==> src/rtl/net_run_ctrl_pkg.sv <==
// net_run_ctrl_pkg
//   Shared types and constants for the net_proc run sequencer.
//   state_t        : sequencer states (CLEAR, LOAD, START, RUN, RESULT)
//   ERR_IDX        : result index reported on a watchdog timeout
//   NET_NUM_INPUTS : bytes per input image (28x28 grayscale)
package net_run_ctrl_pkg;

    localparam int NET_NUM_INPUTS = 784;

    localparam logic [3:0] ERR_IDX = 4'hF;

    typedef enum logic [2:0] {
        CLEAR,
        LOAD,
        START,
        RUN,
        RESULT
    } state_t;

endpackage

==> src/rtl/net_run_wdog.sv <==
// net_run_wdog
//   Loadable down-counter used as the RUN-state watchdog. Only instantiated when
//   NET_RUN_CTRL_TIMEOUT_EN is defined.
//   clk, rst : clock, synchronous active-high reset
//   load     : reload the counter with TIMEOUT_CYCLES-1 (done on RUN entry)
//   en       : count down while high; counter parks at zero
//   expired  : terminal count reached while enabled
module net_run_wdog #(
    parameter int TIMEOUT_CYCLES = 2**20
) (
    input  logic clk,
    input  logic rst,
    input  logic load,
    input  logic en,
    output logic expired
);

    localparam int W = (TIMEOUT_CYCLES < 2) ? 1 : $clog2(TIMEOUT_CYCLES);
    localparam logic [W-1:0] LOAD_VAL = W'(TIMEOUT_CYCLES - 1);

    logic [W-1:0] cnt;

    always_ff @(posedge clk) begin
        if (rst) begin
            cnt <= '0;
        end else if (load) begin
            cnt <= LOAD_VAL;
        end else if (en && (cnt != '0)) begin
            cnt <= cnt - 1'b1;
        end
    end

    // Loaded with T-1 so the flag is raised in the T-th enabled cycle.
    assign expired = en && (cnt == '0);

endmodule

==> src/rtl/net_run_ctrl.sv <==
// net_run_ctrl
//   Sequencer in front of net_proc: clears and loads the data memory from a
//   valid/ready byte stream, pulses start, waits for done and returns the
//   classification index on a valid/ready result port.
//   Optional build macro: NET_RUN_CTRL_TIMEOUT_EN adds a RUN-state watchdog
//   that reports ERR_IDX with res_err=1 when net_proc never finishes.
//
//   state  | meaning
//   CLEAR  | np_mem_rst high for one cycle, count cleared
//   LOAD   | accepting image bytes, one memory write per accepted byte
//   START  | last write in flight; np_start issued on exit
//   RUN    | waiting for a qualified np_done (stale done masked by guard)
//   RESULT | holding result until res_ready
//
//   Ports:
//   clk, rst                      clock, synchronous active-high reset
//   in_valid/in_ready/in_data     image byte stream
//   res_valid/res_ready           result handshake
//   res_idx, res_err              argmax index / timeout flag
//   busy                          low only in CLEAR and in LOAD with no byte taken
//   np_start, np_done, np_max_idx net_proc control
//   np_mem_rst/we/wdata           net_proc external memory port
module net_run_ctrl
    import net_run_ctrl_pkg::*;
#(
    parameter int NUM_INPUTS     = NET_NUM_INPUTS,
    parameter int TIMEOUT_CYCLES = 2**20,
    parameter int DONE_GUARD     = 2
) (
    input  logic       clk,
    input  logic       rst,
    input  logic       in_valid,
    output logic       in_ready,
    input  logic [7:0] in_data,
    output logic       res_valid,
    input  logic       res_ready,
    output logic [3:0] res_idx,
    output logic       res_err,
    output logic       busy,
    output logic       np_start,
    input  logic       np_done,
    input  logic [3:0] np_max_idx,
    output logic       np_mem_rst,
    output logic       np_mem_we,
    output logic [7:0] np_mem_wdata
);

    localparam int CW = $clog2(NUM_INPUTS + 1);
    localparam int GW = (DONE_GUARD < 1) ? 1 : $clog2(DONE_GUARD + 1);
    localparam logic [CW-1:0] LAST_CNT   = CW'(NUM_INPUTS - 1);
    localparam logic [GW-1:0] GUARD_INIT = GW'(DONE_GUARD);

    state_t        state;
    logic [CW-1:0] cnt;
    logic [GW-1:0] guard;
    logic          done_ok;

    // net_proc may still show done from the previous image right after start.
    assign done_ok  = (guard == '0) && np_done;
    assign in_ready = (state == LOAD);

`ifdef NET_RUN_CTRL_TIMEOUT_EN
    logic wdog_expired;

    net_run_wdog #(
        .TIMEOUT_CYCLES(TIMEOUT_CYCLES)
    ) u_wdog (
        .clk    (clk),
        .rst    (rst),
        .load   (state == START),
        .en     (state == RUN),
        .expired(wdog_expired)
    );
`else
    logic unused_timeout;
    assign unused_timeout = ^32'(TIMEOUT_CYCLES);
`endif

    always_ff @(posedge clk) begin
        if (rst) begin
            state        <= CLEAR;
            cnt          <= '0;
            guard        <= '0;
            np_start     <= 1'b0;
            np_mem_rst   <= 1'b1;
            np_mem_we    <= 1'b0;
            np_mem_wdata <= '0;
            res_valid    <= 1'b0;
            res_idx      <= '0;
            res_err      <= 1'b0;
            busy         <= 1'b0;
        end else begin
            np_mem_we <= 1'b0;
            case (state)
                CLEAR: begin
                    np_mem_rst <= 1'b0;
                    cnt        <= '0;
                    busy       <= 1'b0;
                    state      <= LOAD;
                end
                LOAD: begin
                    if (in_valid) begin
                        np_mem_we    <= 1'b1;
                        np_mem_wdata <= in_data;
                        cnt          <= cnt + 1'b1;
                        busy         <= 1'b1;
                        if (cnt == LAST_CNT) begin
                            state <= START;
                        end
                    end
                end
                START: begin
                    // The final write is on the port this cycle; start follows it.
                    np_start <= 1'b1;
                    guard    <= GUARD_INIT;
                    state    <= RUN;
                end
                RUN: begin
                    np_start <= 1'b0;
                    if (guard != '0) begin
                        guard <= guard - 1'b1;
                    end
                    if (done_ok) begin
                        res_idx   <= np_max_idx;
                        res_err   <= 1'b0;
                        res_valid <= 1'b1;
                        state     <= RESULT;
                    end
`ifdef NET_RUN_CTRL_TIMEOUT_EN
                    else if (wdog_expired) begin
                        res_idx   <= ERR_IDX;
                        res_err   <= 1'b1;
                        res_valid <= 1'b1;
                        state     <= RESULT;
                    end
`endif
                end
                RESULT: begin
                    if (res_ready) begin
                        res_valid  <= 1'b0;
                        np_mem_rst <= 1'b1;
                        busy       <= 1'b0;
                        state      <= CLEAR;
                    end
                end
                default: begin
                    np_mem_rst <= 1'b1;
                    busy       <= 1'b0;
                    state      <= CLEAR;
                end
            endcase
        end
    end

endmodule
==> config.mk <==
export PLATFORM = sky130hd
export DESIGN_NAME = net_run_ctrl
export DESIGN_NICKNAME = d
export VERILOG_FILES = /design/src/rtl/net_run_ctrl_pkg.sv /design/src/rtl/net_run_wdog.sv /design/src/rtl/net_run_ctrl.sv
export SDC_FILE = /design/constraint.sdc
export NUM_CORES = 1
export LEC_CHECK = 0
export CORE_UTILIZATION = 51
export DETAILED_ROUTE_END_ITERATION = 8
export PLACE_DENSITY = 0.94
export SLEW_MARGIN = 20
export SYNTH_ARGS = -nofsm -noshare
export SYNTH_HDL_FRONTEND = slang
export SYNTH_SLANG_ARGS = --single-unit
==> constraint.sdc <==
create_clock -name clk -period 2.55 [get_ports clk]
set_clock_uncertainty 0.15 [all_clocks]
set_input_delay 0.51 -clock clk [delete_from_list [all_inputs] [get_ports clk]]
set_output_delay 0.51 -clock clk [all_outputs]
set_load 0.005 [all_outputs]
-- Yosys cells after proc, flatten, opt, wreduce, memory -nomap -nowiden
Index checks and enable logic that the tools add are counted.
- muxes and demuxes: 18
- reduce and logical (&&, ||, !) cells: 18
- eq/ne operators: 10
- add/subtract/negate cells: 2
- bitwise operators: 3
- operators by type and width (kind ; count):
    $pmux 10 s2 ; 1
    $pmux 3 s5 ; 1
    $mux 3 ; 4
    $add 10x1->10 const B ; 1
    $eq 10x10->1 const B ; 1
    $mux 10 ; 1
    $reduce_and 2->1 ; 5
    $ne 2x2->1 const B ; 4
    $reduce_bool 2->1 ; 4
    $eq 3x2->1 const B ; 2
    $pmux 1 s3 ; 2
    $reduce_and 3->1 ; 2
    $mux 1 ; 5
    $pmux 1 s2 ; 2
    $pmux 2 s2 ; 1
    $reduce_and 4->1 ; 1
    $reduce_or 2->1 ; 2
    $eq 3x1->1 const B ; 1
    $eq 3x3->1 const B ; 1
    $logic_not 3->1 ; 1
    $not 1->1 ; 3
    $reduce_or 3->1 ; 1
    $logic_not 2->1 ; 1
    $mux 2 ; 1
    other kinds (3) ; 3
- output and inout port bits: 19
- register bits after elaboration: 32
- input bits: 17
- logic and storage cells: 61

-- Logic depth before layout (Yosys ltp)
Gate-level depths: netlist (run 1).
- word-level depth: 4
- gate-level depth with buffers: 6
- depth with buffers taken out: 6

-- Worst setup path before layout (run 1)
No wires, ideal clock.
- kind: input -> register
- start point: input port rst
- end point: register cnt[5]
- required time: 2.341 ns
- arrival: 1.571 ns
- setup time: 0.059 ns
- buffers on the path: 2
- cell stages on the path: 5
- setup slack: 0.770 ns
- path through: clkbuf_1 > or2_1 > buf_6 > or4_1 > nand2_1
- RTL lines (what ; RTL line ; text):
    start: declaration ; net_run_ctrl.sv:31 ; input logic rst,
    end signal: assignment ; net_run_ctrl.sv:105 ; cnt <= cnt + 1'b1;
    end: declaration ; net_run_ctrl.sv:54 ; logic [CW-1:0] cnt;

-- Worst setup path in the final report (run 1)
- start point: register state[0]
- end point: output port in_ready
- cells in the longest elaborated chain, start to end: 1
- RTL lines (what ; RTL line ; text):
    start: declaration ; net_run_ctrl.sv:53 ; state_t state;
    start signal: assignment ; net_run_ctrl.sv:81 ; state <= CLEAR;
    start signal: assignment ; net_run_ctrl.sv:99 ; state <= LOAD;
    start signal: assignment ; net_run_ctrl.sv:108 ; state <= START;
    $eq 3x1->1 ; net_run_ctrl.sv:60 ; assign in_ready = (state == LOAD);
    end: declaration ; net_run_ctrl.sv:33 ; output logic in_ready,
Every way passes these cells.

==> results.ini, run 1 <==
[run_status]
status = finished clean

[cts]
root_buffer = clkbuf_4
clkLatencyLatePin_ps = 330
ctsHoldBuffers = 0
cts_num_sinks = 32
tritoncts = yes
numCtsBuffers = 5
clock_tree.buffer_depth = 2
post-cts-setup-buffers = 0
clkTransAtPathRegs_ps = 90
post_cts_resize_count = 0
htree_levels = 2

[pwr]
p_switching_mw = 0.225
leakage_nw = 0.629
power_density_nw_per_um2 = 510
power_frac_seq = 0.581
vdd_drop_max_uv = 471
p_int_mw = 0.682
power_mw = 0.908
swShare = 0.248
p_comb_frac = 0.128
power.share.clock = 0.292

[critical_path]
reg2reg_depth = 4
end_kind = output port
path_max_fanout = 11
crit_path_start_kind = flip-flop
r2r-start = state[0]
worstSetupPathType = reg -> out
worstPathRequired_ps = 1890
reg2reg_slack_ps = 660
r2r-end = state[1]
arrival_ps = 1590

[timing]
post-route-period-util = 0.883
min_period_ps = 2250
rsz0062_at_grt = no
fmax_ghz = 0.444
setup-violations-final = 0
slew_violations = 0
final_hold_viol_count = 0
tns_ps = 0

[worst_hold_path]
hold_class = reg -> reg
min-delay-start = np_mem_wdata[6]
hold-path-endpoint = np_mem_wdata[6]
hold_depth = 2

[drt]
drt-total-wl_mm = 3.07
drt-wirelength-per-cell_um = 13.6
drc = 0
final_antenna_net_count = 0
vias_per_cell = 5.59
initialDrtViolationCount = 25
firstDrtPassIters = 4
via_count = 1264

[die]
dieArea_um2 = 2930
die_h_um = 54.2
initial_core_util = 0.550
coreArea_um2 = 2520
top_level_ports = 36
num_rows = 18
fp.dieW_um = 54.2

[yosys]
synthCells = 163
synth.net_count = 182
yosys.cell_types.count = 42
synth-main-ff-cell = dfxtp_1
synth_most_common_cell = dfxtp_1
yosys-top-cells-area = dfxtp_1, a21oi_1, nand2_1, nor2_1, mux2i_1
yosysTopAreaCell = dfxtp_1
syn_avg_cell_area_um2 = 8.51
synth_top_cell_area_share = 0.462
ys_seq_area_frac = 0.462
ys_ff_latch = 32
async_flop_share = 0
synth-edff-count = 0
syn-cell-area_um2 = 1390
ys_warn_count = 0
synth_common_cells = dfxtp_1, nand2_1, nor2_1

[final_layout]
fin_nets = 215
syn_to_final_growth_pct = 28.2
drive_above_1_share = 0.0612
multiInputGateArea_um2 = 672
fin_area_um2 = 1780
antennaDiodeCount = 0
fillers = 214
seqCellArea_um2 = 641

[placed_design]
dpl.hpwl_mm = 2.31
place_area_um2 = 1730
gp_congestion = 0.829
portBuffers = 34

[grt]
antenna_found_initial = 0
grt.total_usage = 0.237
grt_max_degree = 26
grt_pass1_wl_mm = 4.88
grt_pass1_vias = 1198
grt-ovfl-total = 0

[job]
maxCapViolCount = 0

[layout make-up]
class,instances,share of cell area
Multi-Input combinational cell,117,0.378
Sequential cell,32,0.360
Timing Repair Buffer,36,0.207
Clock buffer,6,0.0232
Tap cell,30,0.0211
Inverter,4,0.00844
Clock inverter,1,0.00281
[worst max-delay path by stage]
| stage | slack, ps | endpoint | depth (start not counted) | startpoint |
|---|---|---|---|---|
| global route | 180 | in_ready | 3 | state[0] |
| floorplan | 770 | cnt[5] | 5 | rst |
| detailed placement | 300 | state[1] | 4 | in_valid |
| CTS | 280 | in_ready | 3 | state[0] |
| global placement | 360 | state[1] | 4 | in_valid |
| finish | 300 | in_ready | 3 | state[0] |
[sequential cells by signal, summed over array words and instances (netlist names)]
signal / flops
cnt: 10
np_mem_wdata: 8
res_idx: 4
state: 3
guard: 2
busy: 1
np_mem_rst: 1
np_mem_we: 1
np_start: 1
res_valid: 1
[kinds of logic after synthesis]
group | synth area share
adders and majority gates | 0.0180
other | 0.00270
xor gates and xnor gates | 0.0126
AOI/OAI and AO/OA | 0.147
muxes | 0.0289
and+or+nand+nor | 0.275
buffers and inverters | 0.0541
DFF | 0.462
[layer usage]
| layer | part of all wire | track usage |
|---|---|---|
| met1 | 0.42 | 0.248 |
| met2 | 0.51 | 0.419 |
| met3 | 0.057 | 0.0960 |
| met4 | 0.014 | 0.0855 |
| met5 | 0 | 0 |
[per-stage QoR]
| step | worst slack [ps] | instances | hold slack [ps] | utilization |
|---|---|---|---|---|
| 2_1_floorplan | 770 | 163 | 291 | - |
| 3_3_place_gp | 358 | 219 | 292 | 0.687 |
| 3_5_place_dp | 298 | 219 | 301 | 0.687 |
| 4_1_cts | 281 | 226 | 313 | 0.705 |
| 5_1_grt | 179 | 226 | 327 | 0.705 |
| 6_report | 297 | 226 | 310 | 0.705 |
[power groups by stage]
stage          Sequential (mW)  Clock [mW]  Combinational [mW]
2_1_floorplan            0.535           0              0.0582
3_3_place_gp             0.538           0               0.112
3_5_place_dp             0.538           0               0.116
4_1_cts                  0.527       0.269               0.117
5_1_grt                  0.529       0.287               0.128
6_report                 0.527       0.265               0.116
[placed cells by master, fill, tap and decap left out, types with 2 or more instances in the layout]
cell type / n
nor2_1: 17
clkdlybuf4s50_1: 34
inv_1: 4
a311oi_1: 2
nand4_1: 4
a21oi_1: 16
nor2_2: 2
clkbuf_4: 5
o21a_1: 3
dfxtp_1: 32
o21ai_1: 2
nor2b_1: 2
ha_1: 2
nand3b_1: 2
xor2_1: 2
or3_1: 5
nand2_1: 20
nand2b_1: 2
nor3_1: 2
mux2i_1: 4
o21ai_0: 4
nand3_1: 8
[worst max-delay path: stages, from the launching register on]
cell and delay [ps]:
dfxtp_1 570, nand2b_4 100, nor2_1 90, clkdlybuf4s50_1 510
No activity file was read; power rests on OpenSTA's default activity.
==> run 2, diff against run 1 <==
--- a/config.mk
+++ b/config.mk
@@ -6,9 +6,12 @@
 export NUM_CORES = 1
 export LEC_CHECK = 0
 export CORE_UTILIZATION = 51
+export CTS_BUF_LIST = sky130_fd_sc_hd__clkbuf_16
 export DETAILED_ROUTE_END_ITERATION = 8
 export PLACE_DENSITY = 0.94
+export SKIP_CTS_REPAIR_TIMING = 1
 export SLEW_MARGIN = 20
 export SYNTH_ARGS = -nofsm -noshare
 export SYNTH_HDL_FRONTEND = slang
 export SYNTH_SLANG_ARGS = --single-unit
+export TNS_END_PERCENT = 20
==> results.ini, run 2 (synthesis gave the netlist of run 1 again) <==
[pwr]
power_mw = 1.19  ; +31%
power_density_nw_per_um2 = 637  ; +25%
leakage_nw = 0.672  ; +6.8%
vdd_drop_max_uv = 584  ; +24%

[cts]
root_buffer = clkbuf_16
clock_tree.buffer_depth = 2  ; unchanged
clkLatencyLatePin_ps = 270  ; -60 ps
numCtsBuffers = 5  ; unchanged
htree_levels = 2  ; unchanged
tritoncts = yes
clkTransAtPathRegs_ps = 50  ; -40 ps
cts_num_sinks = 32  ; unchanged

[drt]
vias_per_cell = 5.66  ; +1.2%
drc = 0  ; unchanged
final_antenna_net_count = 0  ; unchanged
firstDrtPassIters = 4  ; unchanged
drt-total-wl_mm = 3.18  ; +3.7%
drt-wirelength-per-cell_um = 14.1  ; +3.7%
via_count = 1279  ; +1.2%
initialDrtViolationCount = 25  ; unchanged

[final_layout]
regMostFlops = cnt
layout_commonest_cell = clkdlybuf4s50_1
drive_above_1_share = 0.0612  ; unchanged
fillers = 192  ; -10%
fin_nets = 215  ; unchanged
final_cell_mix = clkdlybuf4s50_1, dfxtp_1, nand2_1
largest_reg_flops = 10  ; unchanged
antennaDiodeCount = 0  ; unchanged
fin_area_um2 = 1870  ; +4.9%
syn_to_final_growth_pct = 34.5
largest_registers = cnt: 10 flops, np_mem_wdata: 8 flops, res_idx: 4 flops

[critical_path]
path_max_fanout = 11  ; unchanged
worstSetupPathType = reg -> out
end_kind = output port
crit_path_start_kind = flip-flop
worstPathRequired_ps = 1890  ; about the same
arrival_ps = 1550  ; -40 ps
reg2reg_depth = 4  ; unchanged

[timing]
setup-violations-final = 0  ; unchanged
tns_ps = 0  ; unchanged
fmax_ghz = 0.453  ; +2.1%
rsz0062_at_grt = no
slew_violations = 0  ; unchanged
post-route-period-util = 0.865  ; -0.0184
final_hold_viol_count = 0  ; unchanged
min_period_ps = 2210  ; -47.0 ps

[placed_design]
dpl.hpwl_mm = 2.31  ; unchanged
gp_congestion = 0.829  ; unchanged
portBuffers = 34  ; unchanged
place_area_um2 = 1730  ; unchanged

[worst_hold_path]
hold_depth = 2  ; unchanged
hold_class = reg -> reg

[die]
initial_core_util = 0.550  ; unchanged
die_h_um = 54.2  ; unchanged
coreArea_um2 = 2520  ; unchanged
fp.dieW_um = 54.2  ; unchanged
num_rows = 18  ; unchanged
top_level_ports = 36  ; unchanged
dieArea_um2 = 2930  ; unchanged

[grt]
antenna_found_initial = 0  ; unchanged
grt_pass1_vias = 1226  ; +2.3%
grt_max_degree = 26  ; unchanged
grt-ovfl-total = 0  ; unchanged
grt.total_usage = 0.248  ; +0.0112
grt_pass1_wl_mm = 5.02  ; +2.8%

[run_status]
status = finished clean

[job]
maxCapViolCount = 0  ; unchanged

-- run 2: cell types whose count changed in the layout (fill, tap and decap cells not counted), sizes merged --
cell / previous run / this run
clkbuf: 6 / 5
inv: 4 / 5
-- run 2: per-stage QoR --
step | setup slack (ps) | hold slack, ps | utilization | instances
6_report | 344 | 304 | 0.740 | 226
5_1_grt | 251 | 320 | 0.740 | 226
4_1_cts | 346 | 306 | 0.740 | 226
3_5_place_dp | 298 | 301 | 0.687 | 219
3_3_place_gp | 358 | 292 | 0.687 | 219
2_1_floorplan | 770 | 291 | - | 163
-- run 2: path summary, 6_finish.rpt --
| kind | startpoint | slack [ps] | to |
|---|---|---|---|
| worst max-delay path | state[0] | 340 | in_ready |
| worst min-delay path | np_mem_wdata[6] | 300 | np_mem_wdata[6] |
| worst max register to register | state[0] | 640 | state[1] |
| worst min register to register | np_mem_wdata[6] | 300 | np_mem_wdata[6] |
-- run 2: routing by layer --
layer  vias to the layer above  part of all wire  global-route usage
met1                       601              0.40               0.240
met3                         5             0.064               0.116
met5                         -                 0                   0
li1                        633                 -                   -
met2                        40              0.53               0.451
met4                         0             0.014              0.0897
-- run 2: area by class of cell --
| cell class | instances | area [um2] | share of cell area |
|---|---|---|---|
| Clock buffer | 5 | 125 | 0.0670 |
| Clock inverter | 2 | 8.76 | 0.00469 |
| Inverter | 4 | 15.0 | 0.00804 |
| Multi-Input combinational cell | 117 | 672 | 0.360 |
| Sequential cell | 32 | 641 | 0.343 |
| Tap cell | 30 | 37.5 | 0.0201 |
| Timing Repair Buffer | 36 | 368 | 0.197 |
-- run 2: worst max-delay path: stages, from the launching register on --
cell             delay (ps)
dfxtp_1                 560
nand2b_4                100
nor2_1                  100
clkdlybuf4s50_1         510
-- run 2: power by group --
group	total, mW	switching, mW	internal (mW)
registers	0.529	0.0129	0.516
clock network	0.544	0.195	0.349
logic	0.117	0.0504	0.0665
total	1.19	0.258	0.932
